--- src/rtl/chiplet_pkg.sv ---
// Shared types and helpers for the chiplet link scheduler and its round-robin picker.
package chiplet_pkg;

    // Payload width of the link flit record; the scheduler's FLIT_W defaults to this.
    localparam int FLIT_W_DEFAULT = 32;

    // One link flit as seen by the serializer: markers plus payload.
    typedef struct packed {
        logic                      head;
        logic                      tail;
        logic [FLIT_W_DEFAULT-1:0] data;
    } flit_t;

    // IDLE arbitrates between packet heads; LOCKED follows one owner until its tail.
    typedef enum logic {
        IDLE   = 1'b0,
        LOCKED = 1'b1
    } sched_state_t;

    // Width of an index into n items, never less than one bit.
    function automatic int idx_w(input int n);
        return (n > 1) ? $clog2(n) : 1;
    endfunction

endpackage

--- src/rtl/chiplet_rr_pick.sv ---
// Combinational N-way round-robin picker: searches upward from the entry after ptr.
module chiplet_rr_pick
    import chiplet_pkg::*;
#(
    parameter int N  = 4,
    parameter int IW = idx_w(N)
) (
    input  logic [N-1:0]  req,
    input  logic [IW-1:0] ptr,
    output logic [N-1:0]  gnt,
    output logic [IW-1:0] gnt_idx,
    output logic          gnt_valid
);

    logic [IW-1:0] cand;

    // Walk ptr+1, ptr+2, ... (mod N) and grant the first requester encountered.
    always_comb begin
        gnt       = '0;
        gnt_idx   = '0;
        gnt_valid = 1'b0;
        cand      = '0;
        for (int k = 1; k <= N; k++) begin
            cand = IW'((int'(ptr) + k) % N);
            if (!gnt_valid && req[cand]) begin
                gnt[cand] = 1'b1;
                gnt_idx   = cand;
                gnt_valid = 1'b1;
            end
        end
    end

endmodule

--- src/rtl/chiplet_link_scheduler.sv ---
// Shares one inter-chiplet link between TILES*PLANES flit streams using round-robin
// packet arbitration, a head-to-tail wormhole lock and credit-based flow control.
module chiplet_link_scheduler
    import chiplet_pkg::*;
#(
    parameter int TILES   = 2,
    parameter int PLANES  = 2,
    parameter int FLIT_W  = 32,
    parameter int CREDITS = 4
) (
    input  logic                                 clk,
    input  logic                                 rst,
    input  logic [TILES*PLANES*FLIT_W-1:0]       in_data,
    input  logic [TILES*PLANES-1:0]              in_head,
    input  logic [TILES*PLANES-1:0]              in_tail,
    input  logic [TILES*PLANES-1:0]              in_valid,
    output logic [TILES*PLANES-1:0]              in_ready,
    output logic [FLIT_W-1:0]                    out_data,
    output logic                                 out_head,
    output logic                                 out_tail,
    output logic [idx_w(TILES*PLANES)-1:0]       out_src,
    output logic                                 out_valid,
    input  logic                                 credit_in,
    output logic [$clog2(CREDITS+1)-1:0]         credits,
    output logic                                 busy,
    output logic                                 err
);

    localparam int N  = TILES * PLANES;
    localparam int IW = idx_w(N);
    localparam int CW = $clog2(CREDITS + 1);
    localparam logic [CW-1:0] CREDITS_MAX = CW'(CREDITS);

    sched_state_t  state, state_next;
    logic [IW-1:0] rr_ptr, rr_ptr_next;
    logic [IW-1:0] owner, owner_next;
    logic [CW-1:0] credit_cnt;
    logic          err_q;

    logic [N-1:0]  req;
    logic [N-1:0]  gnt;
    logic [IW-1:0] gnt_idx;
    logic          gnt_valid;

    logic          has_credit;
    logic [N-1:0]  ready;
    logic [IW-1:0] xfer_idx;
    logic          xfer;
    logic          proto_err;
    logic          credit_overflow;

    logic [FLIT_W-1:0] sel_data;
    logic              sel_head;
    logic              sel_tail;

    assign req        = in_valid & in_head;
    assign has_credit = (credit_cnt != '0);

    chiplet_rr_pick #(
        .N  (N),
        .IW (IW)
    ) u_pick (
        .req       (req),
        .ptr       (rr_ptr),
        .gnt       (gnt),
        .gnt_idx   (gnt_idx),
        .gnt_valid (gnt_valid)
    );

    // Next-state, grant and protocol-error decode for the IDLE/LOCKED wormhole FSM.
    always_comb begin
        state_next  = state;
        rr_ptr_next = rr_ptr;
        owner_next  = owner;
        ready       = '0;
        xfer_idx    = '0;
        proto_err   = 1'b0;
        case (state)
            IDLE: begin
                if (|(in_valid & ~in_head)) begin
                    proto_err = 1'b1;
                end
                if (gnt_valid && has_credit && !rst) begin
                    ready    = gnt;
                    xfer_idx = gnt_idx;
                    if (in_tail[gnt_idx]) begin
                        rr_ptr_next = gnt_idx;
                    end else begin
                        state_next = LOCKED;
                        owner_next = gnt_idx;
                    end
                end
            end
            LOCKED: begin
                xfer_idx = owner;
                if (in_valid[owner] && has_credit && !rst) begin
                    ready[owner] = 1'b1;
                    if (in_head[owner]) begin
                        proto_err = 1'b1;
                    end
                    if (in_tail[owner]) begin
                        state_next  = IDLE;
                        rr_ptr_next = owner;
                    end
                end
            end
            default: begin
                state_next = IDLE;
            end
        endcase
    end

    assign xfer     = |ready;
    assign in_ready = ready;

    assign sel_data = in_data[int'(xfer_idx)*FLIT_W +: FLIT_W];
    assign sel_head = in_head[xfer_idx];
    assign sel_tail = in_tail[xfer_idx];

    // A returned credit with nothing consumed while already full cannot be stored.
    assign credit_overflow = credit_in && !xfer && (credit_cnt == CREDITS_MAX);

    // FSM state, round-robin pointer and wormhole owner registers.
    always_ff @(posedge clk) begin
        if (rst) begin
            state  <= IDLE;
            rr_ptr <= IW'(N - 1);
            owner  <= '0;
        end else begin
            state  <= state_next;
            rr_ptr <= rr_ptr_next;
            owner  <= owner_next;
        end
    end

    // Credit counter: spend one per transferred flit, regain one per credit_in pulse.
    always_ff @(posedge clk) begin
        if (rst) begin
            credit_cnt <= CREDITS_MAX;
        end else if (xfer && !credit_in) begin
            credit_cnt <= credit_cnt - CW'(1);
        end else if (credit_in && !xfer && !credit_overflow) begin
            credit_cnt <= credit_cnt + CW'(1);
        end
    end

    // Sticky error flag, cleared only by reset.
    always_ff @(posedge clk) begin
        if (rst) begin
            err_q <= 1'b0;
        end else if (proto_err || credit_overflow) begin
            err_q <= 1'b1;
        end
    end

    // Registered link output: capture the transferred flit, valid for exactly one cycle.
    always_ff @(posedge clk) begin
        if (rst) begin
            out_valid <= 1'b0;
            out_data  <= '0;
            out_head  <= 1'b0;
            out_tail  <= 1'b0;
            out_src   <= '0;
        end else begin
            out_valid <= xfer;
            if (xfer) begin
                out_data <= sel_data;
                out_head <= sel_head;
                out_tail <= sel_tail;
                out_src  <= xfer_idx;
            end
        end
    end

    assign credits = credit_cnt;
    assign busy    = (state == LOCKED);
    assign err     = err_q;

`ifndef SYNTHESIS
    logic prev_xfer;

    // Remember whether the previous cycle moved a flit, for the output-latency invariant.
    always_ff @(posedge clk) begin
        if (rst) begin
            prev_xfer <= 1'b0;
        end else begin
            prev_xfer <= xfer;
        end
    end

    // Handshake and credit invariants that must hold on every cycle outside reset.
    always @(posedge clk) begin
        if (!rst) begin
            assert ($onehot0(in_ready));
            assert (credit_cnt <= CREDITS_MAX);
            assert (!out_valid || prev_xfer);
        end
    end
`endif

endmodule

--- config.mk ---
export PLATFORM = sky130hd
export DESIGN_NAME = chiplet_link_scheduler
export DESIGN_NICKNAME = d
export VERILOG_FILES = /design/src/rtl/chiplet_pkg.sv /design/src/rtl/chiplet_rr_pick.sv /design/src/rtl/chiplet_link_scheduler.sv
export SDC_FILE = /design/constraint.sdc
export NUM_CORES = 1
export LEC_CHECK = 0
export ABC_AREA = 1
export BUFFER_PORTS_ARGS = -buffer_cell sky130_fd_sc_hd__buf_2
export CORE_ASPECT_RATIO = 0.9
export CORE_MARGIN = 2
export CORE_UTILIZATION = 40
export CTS_CLUSTER_DIAMETER = 200
export DETAILED_ROUTE_END_ITERATION = 12
export PLACE_DENSITY = 0.7
export SLEW_MARGIN = 25
export SYNTH_ARGS = -nofsm -noshare
export SYNTH_HDL_FRONTEND = slang
export SYNTH_SLANG_ARGS = --single-unit
--- constraint.sdc ---
create_clock -name clk -period 3.8 [get_ports clk]
set_input_delay 0.38 -clock clk [delete_from_list [all_inputs] [get_ports clk]]
set_output_delay 0.38 -clock clk [all_outputs]
set_load 0.05 [all_outputs]
==> impl_metrics.json <==
{
  "synthTopCellsByArea": "dfxtp_1 (23%), nand2_1 (13%), nand3_1 (6.6%)",
  "drc": 0,
  "rsz0062_at_grt": "no",
  "syn_area_per_cell_um2": 6.343,
  "die_area_um2": 11050,
  "yosysTopAreaCell": "dfxtp_1",
  "overflow": 0,
  "cts_tree": "yes",
  "regToRegSetupSlack_ns": 0.56,
  "post-dp-hpwl_um": 9494,
  "firstDrtPassIters": 5,
  "antenna_left": 0,
  "relSlewSlack_pct": 53.89,
  "drive_above_1_share_pct": 32.76,
  "antenna_found_initial": 0,
  "fp.dieW_um": 110.6,
  "synthCells": 645,
  "drv_slew": 0,
  "period_needed_ns": 3.243,
  "cts.sink_count": 46,
  "synth_cell_types": 36,
  "criticalPathCategory": "flop to flop",
  "wl_um": 12810,
  "vias_per_cell": 5.076,
  "hp-class": "input pin to flop",
  "r2r_cells": 19,
  "synthTopCellsByCount": "nand2_1 (138), inv_1 (59), nand3_1 (54)",
  "synthFlopType": "dfxtp_1",
  "clk_transition_reported_paths_ns": 0.07,
  "period_share_pct": 85.35,
  "drtIter0Drc": 330,
  "synth_top_area_share_pct": 22.51,
  "clk-insertion-delay-late_ns": 0.28,
  "synth-edff-count": 0,
  "outcome": "finished, final reports clean",
  "hold_viol": 0,
  "track_usage_pct": 22.26,
  "cap_viol_max_count": 0,
  "async_flop_share_pct": 0,
  "worstPathMaxFanout": 11,
  "startpoint": "rr_ptr[1]",
  "grt_pass1_wl_um": 20570,
  "die_h_um": 99.95,
  "synth_seq_cells": 46,
  "routabilityCongestion": 0.9392,
  "setup_tns_ns": 0,
  "power.density_nw_per_um2": 698.6,
  "ios": 189,
  "diodes": 0,
  "floorplan.initialDensity_pct": 40.45,
  "hold_start": "credit_in",
  "end_kind": "flop",
  "r2r_start": "rr_ptr[1]",
  "cts-resized-gates": 0,
  "fmax_mhz": 308.3,
  "final_core_util_pct": 51.43,
  "synth.most_common_cell": "nand2_1",
  "endpoint": "credits[2]",
  "core-area_um2": 10120,
  "ctsLongestPathBuffers": 2,
  "fin_nets": 960,
  "nFillCells": 1065,
  "required_ns": 3.94,
  "htree_levels": 2,
  "p_leak_nw": 2.590,
  "cts_setup_buffers": 0,
  "r2r_end": "credits[2]",
  "grt_pass1_vias": 4207,
  "syn-num-nets": 797,
  "cts-root-buf": "clkbuf_16",
  "cts_buffers": 5,
  "critPathLaunchType": "flop",
  "wl_per_cell_um": 13.65,
  "yosysWarnings": 0,
  "syn_to_final_growth_pct": 27.16,
  "synth-seq-area-share_pct": 22.51,
  "port_buffers": 188,
  "hold_buffers": 0,
  "ir_drop_mv": 0.4814,
  "worst-slew-pin-transition_ns": 0.6916,
  "grt_max_degree": 72,
  "setup_viol": 0,
  "final.setup_skew_ns": 0.007879,
  "cp_data_arrival_time_ns": 3.38,
  "num_vias": 4761,
  "std_cell_rows": 35,
  "syn_area_um2": 4091
}
==> final cells by class <==
type,instances,area (um^2),share of cell area [%]
clock buffer,6,128.9,2.477
clock inverter,2,37.54,0.7215
inverter,64,249.0,4.786
multi-input combinational,495,2679,51.49
sequential,46,920.9,17.70
tap,129,161.4,3.102
timing repair buffer,196,1026,19.72
==> where the power goes <==
part	internal (W)	leakage, nW	switching, W
clock	0.000311	0.0771	0.000190
combinational	0.000742	2.14	0.00172
sequential	0.000601	0.377	0.0000745
==> worst max-delay path, cell delays in order, from the launching register on <==
cell	delay, ns
dfxtp_1	0.51
inv_2	0.16
ha_1	0.36
inv_1	0.14
nand3_1	0.09
nand2_1	0.15
inv_2	0.10
nand2_2	0.10
nor2_4	0.04
nor2_4	0.28
nand2_1	0.09
nand2_1	0.12
nor2_2	0.07
nand2_2	0.08
nand2_2	0.07
fa_1	0.40
inv_1	0.09
nand4_1	0.09
nand3_1	0.10
nand3_1	0.06
==> per-stage QoR <==
stage / worst slack, ns / cells / hold slack [ns] / power [W] / instance area [um^2]
after floorplan: 0.5778 / 645 / 0.4491 / 0.002688 / 4091
after global placement: 0.6895 / 930 / 0.4525 / 0.003139 / 5036
after detailed placement: 0.5820 / 930 / 0.4525 / 0.003143 / 5036
after CTS: 0.5614 / 938 / 0.4412 / 0.003657 / 5202
after global routing: 0.2465 / 938 / 0.4594 / 0.003958 / 5202
final: 0.5568 / 938 / 0.4463 / 0.003634 / 5202
==> cell families after synthesis <==
group	synth area share [%]
buf+inv	12.08
compound gates	22.29
flops	22.51
fa+ha+maj	2.936
simple gates	39.97
xor+xnor	0.2141
==> worst min path at each step <==
stage | endpoint | slack, ns | cells past startpoint
5_1_grt | credits[2] | 0.46 | 4
3_5_place_dp | out_data[3] | 0.45 | 2
3_3_place_gp | out_data[8] | 0.45 | 2
4_1_cts | credits[2] | 0.44 | 4
6_report | credits[2] | 0.45 | 4
2_1_floorplan | out_data[3] | 0.45 | 1
==> placed cells by master, fill, tap and decap left out, drive strengths merged <==
cell type  Yosys  layout
buf           28     196
nand2        168     168
o21ai         78      78
inv           63      63
nand3         60      60
a21oi         58      58
nor2          54      54
dfxtp         46      46
nand3b        30      30
o211ai        18      18
ha             8       8
nand4          7       7
nor3           6       6
clkbuf        12       6
a31oi          2       2
o2111ai        2       2
xor2           1       1
clkinv         1       1
a221oi         1       1
a22o           1       1
fa             1       1
clkinvlp       0       1
bufinv         0       1
==> sequential cells by signal, summed over array words and instances, names as in the netlist, 2 cells and up <==
name,cells
rr_ptr,2
out_data,32
out_src,2
owner,2
credits,3
==> metal layers <==
metal | part of all wire (%) | GRT usage (%) | wire length [um] | up-vias
li1 | - | - | - | 2470
met3 | 7.1 | 4.408 | 903 | 10
met4 | 1.1 | 3.942 | 136 | 0
met5 | 0 | 0 | 0 | -
met1 | 45 | 29.80 | 5715 | 2105
met2 | 47 | 37.99 | 6053 | 176
No activity file was read; power rests on OpenSTA's default activity.
